<file path="config.mk">
export PLATFORM = sky130hd
export DESIGN_NAME = uart_tx_word_packer_flat
export DESIGN_NICKNAME = d
export VERILOG_FILES = /design/src/rtl/uart_tx_word_packer_if.sv /design/src/rtl/uart_tx_word_packer.sv /design/src/flat_wrapper.sv
export SDC_FILE = /design/constraint.sdc
export NUM_CORES = 1
export LEC_CHECK = 0
export ABC_AREA = 1
export ABC_CLOCK_PERIOD_IN_PS = 5800
export BUFFER_PORTS_ARGS = -buffer_cell sky130_fd_sc_hd__clkbuf_2
export CORE_UTILIZATION = 55
export CTS_CLUSTER_DIAMETER = 100
export DETAILED_ROUTE_END_ITERATION = 10
export PLACE_DENSITY = 0.74
export RECOVER_POWER = 25
export SLEW_MARGIN = 20
export SYNTH_ARGS = -nofsm -noshare
export SYNTH_HDL_FRONTEND = slang
export SYNTH_SLANG_ARGS = --single-unit
</file>
<file path="constraint.sdc">
create_clock -name clk -period 5.8 [get_ports clk]
set_input_delay 0.58 -clock clk [delete_from_list [all_inputs] [get_ports clk]]
set_output_delay 0.58 -clock clk [all_outputs]
set_load 0.005 [all_outputs]
</file>
<file path="src/rtl/uart_tx_word_packer_if.sv">
`default_nettype none
`timescale 1ns/1ps
// ============================================================================
// Module   : uart_tx_word_packer_if
// Brief    : Word input, UART byte handshake and status bundle for the
//            UART transmit word packer.
// Revision : 1.0 - initial release
// ============================================================================
interface uart_tx_word_packer_if #(
  parameter int WORD_BYTES = 4,
  parameter int DEPTH      = 4
) ();
  logic [8*WORD_BYTES-1:0] in_data;
  logic                    in_valid;
  logic                    in_ready;
  logic                    tx_busy;
  logic [7:0]              tx_data;
  logic                    tx_start;
  logic                    busy;
  logic [$clog2(DEPTH):0]  level;
  logic                    overflow;

  // Packer side
  modport slave (
    input  in_data, in_valid, tx_busy,
    output in_ready, tx_data, tx_start, busy, level, overflow
  );

  // Word producer / UART side
  modport master (
    output in_data, in_valid, tx_busy,
    input  in_ready, tx_data, tx_start, busy, level, overflow
  );
endinterface
`default_nettype wire

</file>
<file path="src/rtl/uart_tx_word_packer.sv">
`default_nettype none
`timescale 1ns/1ps
// ============================================================================
// Module   : uart_tx_word_packer
// Brief    : Buffers WORD_BYTES-wide words in a DEPTH-word FIFO and feeds them
//            byte by byte to a UART transmitter over tx_start/tx_busy, with
//            selectable byte order and optional sync/XOR-checksum framing.
// Revision : 1.0 - initial release
// ============================================================================
module uart_tx_word_packer #(
  parameter int         WORD_BYTES = 4,
  parameter int         DEPTH      = 4,
  parameter int         MSB_FIRST  = 1,
  parameter int         FRAME_EN   = 0,
  parameter logic [7:0] SYNC_BYTE  = 8'hA5
) (
  input wire clk,
  input wire reset,
  uart_tx_word_packer_if.slave bus
);

  localparam int c_w       = 8 * WORD_BYTES;
  localparam int c_ptr_w   = $clog2(DEPTH);
  localparam int c_lvl_w   = c_ptr_w + 1;
  localparam bit c_frame   = (FRAME_EN != 0);
  localparam int c_nbytes  = WORD_BYTES + (c_frame ? 2 : 0);
  localparam int c_idx_w   = $clog2(c_nbytes + 1);

  localparam logic [c_idx_w-1:0] c_last = c_idx_w'(c_nbytes - 1);
  localparam logic [c_lvl_w-1:0] c_full = c_lvl_w'(DEPTH);

  typedef enum logic [2:0] {
    S_IDLE    = 3'd0,
    S_LOAD    = 3'd1,
    S_SEND    = 3'd2,
    S_WAIT_HI = 3'd3,
    S_WAIT_LO = 3'd4
  } state_t;

  // FIFO storage and bookkeeping
  logic [c_w-1:0]     r_mem [DEPTH];
  logic [c_ptr_w-1:0] r_wr_ptr;
  logic [c_ptr_w-1:0] r_rd_ptr;
  logic [c_lvl_w-1:0] r_count;
  logic               r_overflow;
  logic               w_full;
  logic               w_push;
  logic               w_pop;

  // Serialiser
  state_t             r_state;
  state_t             w_state_next;
  logic               w_tx_start;
  logic               w_load;
  logic               w_advance;
  logic [c_w-1:0]     w_head;
  logic [c_w-1:0]     w_head_ordered;
  logic [c_w-1:0]     r_shift;
  logic [c_idx_w-1:0] r_idx;
  logic [7:0]         r_csum;
  logic [7:0]         r_tx_data;
  logic               w_cur_is_data;
  logic               w_next_is_csum;

  // Full is judged on the registered count only, so a pop in the same cycle
  // never makes room for a push.
  assign w_full = (r_count == c_full);
  assign w_push = bus.in_valid && !w_full;
  assign w_pop  = w_load;
  assign w_head = r_mem[r_rd_ptr];

  // Word storage; contents need no reset because the pointers define validity
  always_ff @(posedge clk) begin
    if (w_push) begin
      r_mem[r_wr_ptr] <= bus.in_data;
    end
  end

  // FIFO pointers, occupancy and the dropped-word pulse
  always_ff @(posedge clk or posedge reset) begin
    if (reset) begin
      r_wr_ptr   <= '0;
      r_rd_ptr   <= '0;
      r_count    <= '0;
      r_overflow <= 1'b0;
    end else begin
      if (w_push) begin
        r_wr_ptr <= r_wr_ptr + c_ptr_w'(1);
      end
      if (w_pop) begin
        r_rd_ptr <= r_rd_ptr + c_ptr_w'(1);
      end
      case ({w_push, w_pop})
        2'b10:   r_count <= r_count + c_lvl_w'(1);
        2'b01:   r_count <= r_count - c_lvl_w'(1);
        default: r_count <= r_count;
      endcase
      r_overflow <= bus.in_valid && w_full;
    end
  end

  // Reorder the head word so the first data byte to send always sits in the
  // low byte; the serialiser then just shifts right by one byte per data byte.
  if (MSB_FIRST != 0) begin : g_msb_first
    for (genvar g = 0; g < WORD_BYTES; g++) begin : g_byte
      assign w_head_ordered[8*g +: 8] = w_head[8*(WORD_BYTES-1-g) +: 8];
    end
  end else begin : g_lsb_first
    assign w_head_ordered = w_head;
  end

  // Position 0 is the sync byte and the last position the checksum when
  // framing is on; every other position carries payload.
  assign w_cur_is_data  = !c_frame || ((r_idx != '0) && (r_idx != c_last));
  assign w_next_is_csum = c_frame && ((r_idx + c_idx_w'(1)) == c_last);

  // Serialiser state register
  always_ff @(posedge clk or posedge reset) begin
    if (reset) begin
      r_state <= S_IDLE;
    end else begin
      r_state <= w_state_next;
    end
  end

  // Serialiser next-state and handshake decode
  always_comb begin
    w_state_next = r_state;
    w_tx_start   = 1'b0;
    w_load       = 1'b0;
    w_advance    = 1'b0;
    case (r_state)
      S_IDLE: begin
        if (r_count != '0) begin
          w_state_next = S_LOAD;
        end
      end
      S_LOAD: begin
        w_load       = 1'b1;
        w_state_next = S_SEND;
      end
      S_SEND: begin
        if (!bus.tx_busy) begin
          w_tx_start   = 1'b1;
          w_state_next = S_WAIT_HI;
        end
      end
      S_WAIT_HI: begin
        if (bus.tx_busy) begin
          w_state_next = S_WAIT_LO;
        end
      end
      S_WAIT_LO: begin
        if (!bus.tx_busy) begin
          if (r_idx == c_last) begin
            w_state_next = S_IDLE;
          end else begin
            w_advance    = 1'b1;
            w_state_next = S_SEND;
          end
        end
      end
      default: begin
        w_state_next = S_IDLE;
      end
    endcase
  end

  // Byte datapath: tx_data is registered one step ahead so it is already
  // stable in the cycle tx_start fires and holds until the next advance.
  always_ff @(posedge clk or posedge reset) begin
    if (reset) begin
      r_shift   <= '0;
      r_idx     <= '0;
      r_csum    <= '0;
      r_tx_data <= '0;
    end else if (w_load) begin
      r_shift   <= w_head_ordered;
      r_idx     <= '0;
      r_csum    <= '0;
      r_tx_data <= c_frame ? SYNC_BYTE : w_head_ordered[7:0];
    end else begin
      if (w_tx_start && w_cur_is_data) begin
        r_shift <= r_shift >> 8;
        r_csum  <= r_csum ^ r_tx_data;
      end
      if (w_advance) begin
        r_idx     <= r_idx + c_idx_w'(1);
        r_tx_data <= w_next_is_csum ? r_csum : r_shift[7:0];
      end
    end
  end

  assign bus.in_ready = !w_full;
  assign bus.tx_data  = r_tx_data;
  assign bus.tx_start = w_tx_start;
  assign bus.busy     = (r_state != S_IDLE);
  assign bus.level    = r_count;
  assign bus.overflow = r_overflow;

endmodule
`default_nettype wire

</file>
<file path="src/flat_wrapper.sv">
// flat-port wrapper written by rule: the top's interface ports become plain ports
module uart_tx_word_packer_flat 
#(
  parameter int         WORD_BYTES = 4,
  parameter int         DEPTH      = 4,
  parameter int         MSB_FIRST  = 1,
  parameter int         FRAME_EN   = 0,
  parameter logic [7:0] SYNC_BYTE  = 8'hA5
)
  (clk, reset, bus_in_data, bus_in_valid, bus_tx_busy, bus_in_ready, bus_tx_data, bus_tx_start, bus_busy, bus_level, bus_overflow);
  uart_tx_word_packer_if #(.WORD_BYTES(WORD_BYTES), .DEPTH(DEPTH)) bus_i ();
  input wire clk;
  input wire reset;
  input wire logic [$bits(bus_i.in_data)-1:0] bus_in_data;
  input wire logic [$bits(bus_i.in_valid)-1:0] bus_in_valid;
  input wire logic [$bits(bus_i.tx_busy)-1:0] bus_tx_busy;
  output wire logic [$bits(bus_i.in_ready)-1:0] bus_in_ready;
  output wire logic [$bits(bus_i.tx_data)-1:0] bus_tx_data;
  output wire logic [$bits(bus_i.tx_start)-1:0] bus_tx_start;
  output wire logic [$bits(bus_i.busy)-1:0] bus_busy;
  output wire logic [$bits(bus_i.level)-1:0] bus_level;
  output wire logic [$bits(bus_i.overflow)-1:0] bus_overflow;
  assign bus_i.in_data = bus_in_data;
  assign bus_i.in_valid = bus_in_valid;
  assign bus_i.tx_busy = bus_tx_busy;
  assign bus_in_ready = bus_i.in_ready;
  assign bus_tx_data = bus_i.tx_data;
  assign bus_tx_start = bus_i.tx_start;
  assign bus_busy = bus_i.busy;
  assign bus_level = bus_i.level;
  assign bus_overflow = bus_i.overflow;
  uart_tx_word_packer #(.WORD_BYTES(WORD_BYTES), .DEPTH(DEPTH), .MSB_FIRST(MSB_FIRST), .FRAME_EN(FRAME_EN), .SYNC_BYTE(SYNC_BYTE)) u_core (.clk(clk), .reset(reset), .bus(bus_i));
endmodule
</file>
### Word-level counts from Yosys, hierarchy flattened

Memories as Yosys holds them, arrays and structs flattened.
Index checks and enable logic that the tools add are counted.

* memories kept: 1
* bits in writable memories: 128
* bits in registers: 54
* ROM bits: 0
* latch bits: 0
* input port bits: 36

Memories
* u_core.r_mem: depth 4, width 32, rd ports 1, clocked after memory_dff 0, write ports 1, line uart_tx_word_packer.sv:41 `logic [c_w-1:0] r_mem [DEPTH];`

* shift-type cells: 0
* divide/modulo/power cells: 0
* equal/unequal tests: 12
* multipliers: 0
* reductions and logical operators: 10
* add/sub/neg operators: 5
* $lt $le $gt $ge: 0
* muxes and demuxes: 21
* bitwise gates (word level): 0

Operators by type and width (count)
* 32-bit two-way mux: 2
* 3-bit two-way mux: 6
* 8-bit two-way mux: 2
* 3-bit one-hot mux with 5 select lines: 1
* 3-bit by 2-bit == test with 1-bit output, second input constant: 3
* 1-bit two-way mux: 8
* 3-bit by 1-bit adder with 3-bit output, second input constant: 2
* 3-bit == test, second input constant: 2
* 2-bit inequality test, second input constant: 3
* 3-bit one-hot mux with 2 select lines: 1
* 2-bit nonzero test: 3
* 3-bit nonzero test: 2
* 2-bit by 1-bit adder with 2-bit output, second input constant: 2
* 4-bit AND reduction: 1
* 3-bit by 1-bit == test with 1-bit output, second input constant: 1
* 3-bit logical NOT: 1
* 3-bit by 1-bit subtractor with 3-bit output, second input constant: 1
* 2-bit by 1-bit == test with 1-bit output, second input constant: 1
* 2-bit == test, second input constant: 1
* 1-bit logical AND: 2
* 2-bit two-way mux: 1
* 2-bit by 1-bit inequality test with 1-bit output, second input constant: 1
* 1-bit logical NOT: 1

### Depth between registers and ports, before layout

* depth after elaboration: 6
* gate-level depth with buffers: 11

### Worst setup path after synthesis

No wires, ideal clock.

* path kind: input-to-reg
* start: in bus_in_valid
* end: mem u_core.r_mem[0][0] (netlist bit) (enable)
* slack: 3.263 ns
* data required time: 5.379 ns
* cell stages on the path: 2
* arrival: 2.116 ns
* library setup time: 0.421 ns
* cell sequence: nand2_1 > nor2_1

* word-level cells in the longest chain between the ends: 3

Ends and longest elaborated chain
* start, declared: line flat_wrapper.sv:15 `input wire logic [$bits(bus_i.in_valid)-1:0] bus_in_valid;`
* 1-bit logical AND: line uart_tx_word_packer.sv:68 `assign w_push = bus.in_valid && !w_full;`
* 1-bit two-way mux: line uart_tx_word_packer.sv:74 `if (w_push) begin`
* 1-bit two-way mux (not written as such): line uart_tx_word_packer.sv:75 `r_mem[r_wr_ptr] <= bus.in_data;`
* end, declared: line uart_tx_word_packer.sv:41

No other way between the ends.

### Final worst setup path

* start: reg u_core.r_state[1]
* end: reg u_core.r_count[2] (netlist: u_core.bus.level[2])

* word-level cells in the longest chain between the ends: 4
* elaborated cells between the ends (all ways): 6

Ends and longest elaborated chain
* start, declared: line uart_tx_word_packer.sv:51 `state_t r_state;`
* start signal, assigned: line uart_tx_word_packer.sv:122 `r_state <= w_state_next;`
* 3-bit by 1-bit == test with 1-bit output (*): line uart_tx_word_packer.sv:132 `case (r_state)`
* 1-bit two-way mux (*): line uart_tx_word_packer.sv:132
* 2-bit by 1-bit == test with 1-bit output / 2-bit == test (equally long branches): line uart_tx_word_packer.sv:93 `case ({w_push, w_pop})`
* 3-bit one-hot mux with 2 select lines / 2-bit nonzero test (equally long branches)
* end signal, assigned: line uart_tx_word_packer.sv:94 `2'b10: r_count <= r_count + c_lvl_w'(1);`
* end signal, assigned: line uart_tx_word_packer.sv:95 `2'b01: r_count <= r_count - c_lvl_w'(1);`
* end signal, assigned: line uart_tx_word_packer.sv:96 `default: r_count <= r_count;`
* end, declared: line uart_tx_word_packer.sv:44 `logic [c_lvl_w-1:0] r_count;`

Mark *: on every way between the ends. The rest lies on a longest branch, timed or not.
A chain may end at the register's enable or synchronous reset.

==> results_dict.tcl <==
set metrics [dict create \
    outcome "finished clean" \
    gp_routability_congestion 0.784 \
    finalWorstSetupSlack_ps 3220 \
    first_global_vias 4895 \
    grt_antenna_before_repair 0 \
    synth_largest_type_area_fraction_pct 51.4 \
    post-route-drc-count 0 \
    synth.lib_cells_used.distinct 29 \
    unrepaired_setup_endpoints_after_global_routing "false" \
    setup_viol 0 \
    ys_seq_elements 182 \
    avgRoutedWirePerCell_um 16.2 \
    core_area_um2 13200 \
    slew_headroom_pct 31.7 \
    vias 4907 \
    seq_area_frac_synth_pct 69.4 \
    cp_data_required_time_ps 6110 \
    fin_crit_sh_pct 44.5 \
    leakage_dissipation_nw 3.52 \
    globalRouteOverflowTotal 0 \
    end_kind "register" \
    floorplan.io_pins 51 \
    portBuffers 50 \
    path_cells "inv_2 -> nand3_4 -> inv_2 -> ha_1 -> inv_1 -> fa_1 -> a21oi_1 -> o21ai_0 -> xor2_1" \
    initial_utilization_pct 56.5 \
    critPathSlowestCell "inv_2" \
    period_minus_slack_ps 2580 \
    area_growth_syn_to_layout_pct 12.3 \
    yosys_most_used_dff "edfxtp_1" \
    drt_iter0_markers 345 \
    netlist_top_cells_count "nand2_1 (206), edfxtp_1 (128), nand3_1 (87), inv_1 (65), dfrtp_1 (54)" \
    timing.critical_path.arrival_ps 2890 \
    routed_wirelength_um 14800 \
    ff2ff_path_depth 9 \
    met3WireLength_um 791 \
    wl_met1_um 6070 \
    tightestPinTransition_ps 1020 \
    critPathMaxStageDelay_ps 540 \
    post-cts-setup-buffer-count 0 \
    final-hold-violation-count 0 \
    syn_nets 721 \
    cts.htree.levels 4 \
    ys_async_sr_fraction_pct 29.7 \
    topRoutingLayerUsed "met4" \
    grt_start_max_net_pins 72 \
    yosys_warnings 0 \
    worst_setup_hold_path_clk_slew_ps 60 \
    cts_inserted_buffers 17 \
    worst_setup_path_start_kind "register" \
    reg2reg_slack_ps 3220 \
    clock-sinks 182 \
    final.hold.worst_slack_ps 321 \
    ctsLongestPathBuffers 2 \
    grt_usage_pct 22.8 \
    power_density_nw_per_um2 534 \
    critical_path.reg2reg.startpoint "u_core.r_state[1]" \
    r2r_path_end "u_core.bus.level[2]" \
    fmax_mhz 387 \
    drtPass1Iterations 5 \
    yosys-top-cells-area "edfxtp_1 (51%), dfrtp_1 (18%), nand2_1 (10%)" \
    hpwlAfterDp_um 8570 \
    setup.worst_path.class "reg2reg" \
    holdBufCountCts 0 \
    timing.critical_path.fanout_max 29 \
    route.antenna.remaining_nets 0 \
    rows 42 \
    grt_pass1_wl_um 24100 \
    synth_top_area_cell "edfxtp_1" \
    crit_path_frequent_cell "inv_2" \
    die_area_um2 14100 \
    maximum_vdd_drop_mv 0.333 \
    viasPerCell 5.39 \
    detailedPlace.worstSlack_ps 3230 \
    count_of_mapped_cells_out_of_synthesis 677 \
    post_cts.resized_instances 0 \
    cts_root_buf "clkbuf_16" \
    drv.max_cap_violation_count 0 \
    hold_removal_path_class "in2async" \
    tritoncts "built" \
    clk-insertion-delay-late_ps 430 \
    die_y_um 119 \
    met2RoutedLength_um 7600 \
    antennaDiodeCount 0 \
    totalNegativeSetupSlack_ps 0 \
    report.final.slew_viol_count 0 \
    synth_area_um2 7480 \
    die-width_um 119 \
    count_of_flip_flops_with_a_built_in_enable_after_synthesis 128 \
    number_of_inserted_filler_cells_in_the_final_layout 1071 \
    most_used_standard_cell_by_instance_count_after_synthesis "nand2_1" \
    num-nets-final 767 \
    synth_area_per_cell_um2 11.1 \
    skew_ps 4.13 \
    layout-drive-gt1-share_pct 11.0 \
]
## cell type report
type                    count  area, um2  area share, %
clock inverters            14        159           1.89
well taps                 176        220           2.62
multi-input cells         393       1860           22.1
flip-flops and latches    182       5200           61.8
clock buffers              17        425           5.06
inverters                  71        267           3.17
repair buffers             58        279           3.32
## critical path, delay by kind of cell (launching register included)
kind	cells	cell delay, ps
adder cells (fa/ha/maj)	2	620
XOR/XNOR	1	150
flip-flops	1	450
AND/OR/NAND/NOR	1	260
buffers and inverters	3	740
AO/OA/AOI/OAI	2	250
## power breakdown
part           total (W)  switching (W)  internal, W  leakage (nW)
logic            0.00144       0.000999     0.000438          1.40
clock network    0.00114       0.000466     0.000671         0.286
registers        0.00191       0.000141      0.00177          1.83
## kinds of logic (layout without fill, tap and decap cells)
logic type,Yosys count,in the layout,share of synthesized area (%)
AND/OR/NAND/NOR,326,326,18.7
flip-flops,182,182,69.4
buffers and inverters,102,160,5.87
AO/OA/AOI/OAI,53,53,3.90
adder cells (fa/ha/maj),8,8,1.44
XOR/XNOR,5,5,0.585
multiplexers,1,1,0.134
## placed cells by master (no fill, tap or decap), types with 2 or more instances in the layout
cell | Yosys | layout
nand2_1 | 206 | 206
edfxtp_1 | 128 | 128
nand3_1 | 87 | 87
inv_1 | 65 | 64
dfrtp_1 | 54 | 53
clkbuf_1 | 11 | 25
clkbuf_2 | 0 | 25
o21ai_0 | 23 | 23
nor2_1 | 23 | 19
clkbuf_16 | 0 | 17
a21oi_1 | 16 | 16
o211ai_1 | 8 | 8
buf_4 | 5 | 8
inv_2 | 6 | 7
ha_1 | 7 | 7
nor2_2 | 0 | 4
xor2_1 | 4 | 4
o22ai_1 | 3 | 3
bufinv_16 | 0 | 3
clkinv_1 | 0 | 3
clkinv_2 | 0 | 3
nand4_1 | 2 | 2
nand3_2 | 2 | 2
nand3_4 | 2 | 2
o21ai_1 | 2 | 2
inv_6 | 0 | 2
clkinv_4 | 0 | 2
## routing by layer
metal  vias to the layer above  GRT usage, %
met5                         -             0
met4                         0          8.70
met3                        30          6.23
met2                       154          38.4
met1                      2379          28.1
li1                       2344             -
## metrics by stage
step                util, %  cell area (um2)  std cells  total power, W
floorplan                 -             7480        677         0.00298
global placement       59.3             7850        880         0.00330
detailed placement     59.3             7850        880         0.00338
CTS                    63.7             8440        911         0.00452
global route           63.5             8410        911         0.00478
finish                 63.5             8410        911         0.00449
## flip-flops by register name (all words and copies together), names as in the netlist
name	cells
u_core.r_idx	3
u_core.bus.overflow	1
u_core.bus.level	3
u_core.r_mem	128
u_core.r_rd_ptr	2
u_core.r_wr_ptr	2
u_core.bus.tx_data	8
u_core.r_state	3
u_core.r_shift	32
## how the worst max path moves through the flow
stage	startpoint	end	slack (ps)	cells past startpoint
after detailed placement	u_core.r_state[1]	u_core.bus.level[2]	3230	9
final	u_core.r_state[1]	u_core.bus.level[2]	3220	9
after global placement	u_core.r_state[1]	u_core.bus.level[2]	3280	9
after global routing	u_core.r_state[1]	u_core.bus.level[2]	3020	9
after floorplan	bus_in_valid	u_core.r_mem[0][0]	3260	2
after CTS	u_core.r_state[1]	u_core.bus.level[2]	3210	9
No activity file was read; power rests on OpenSTA's default activity.
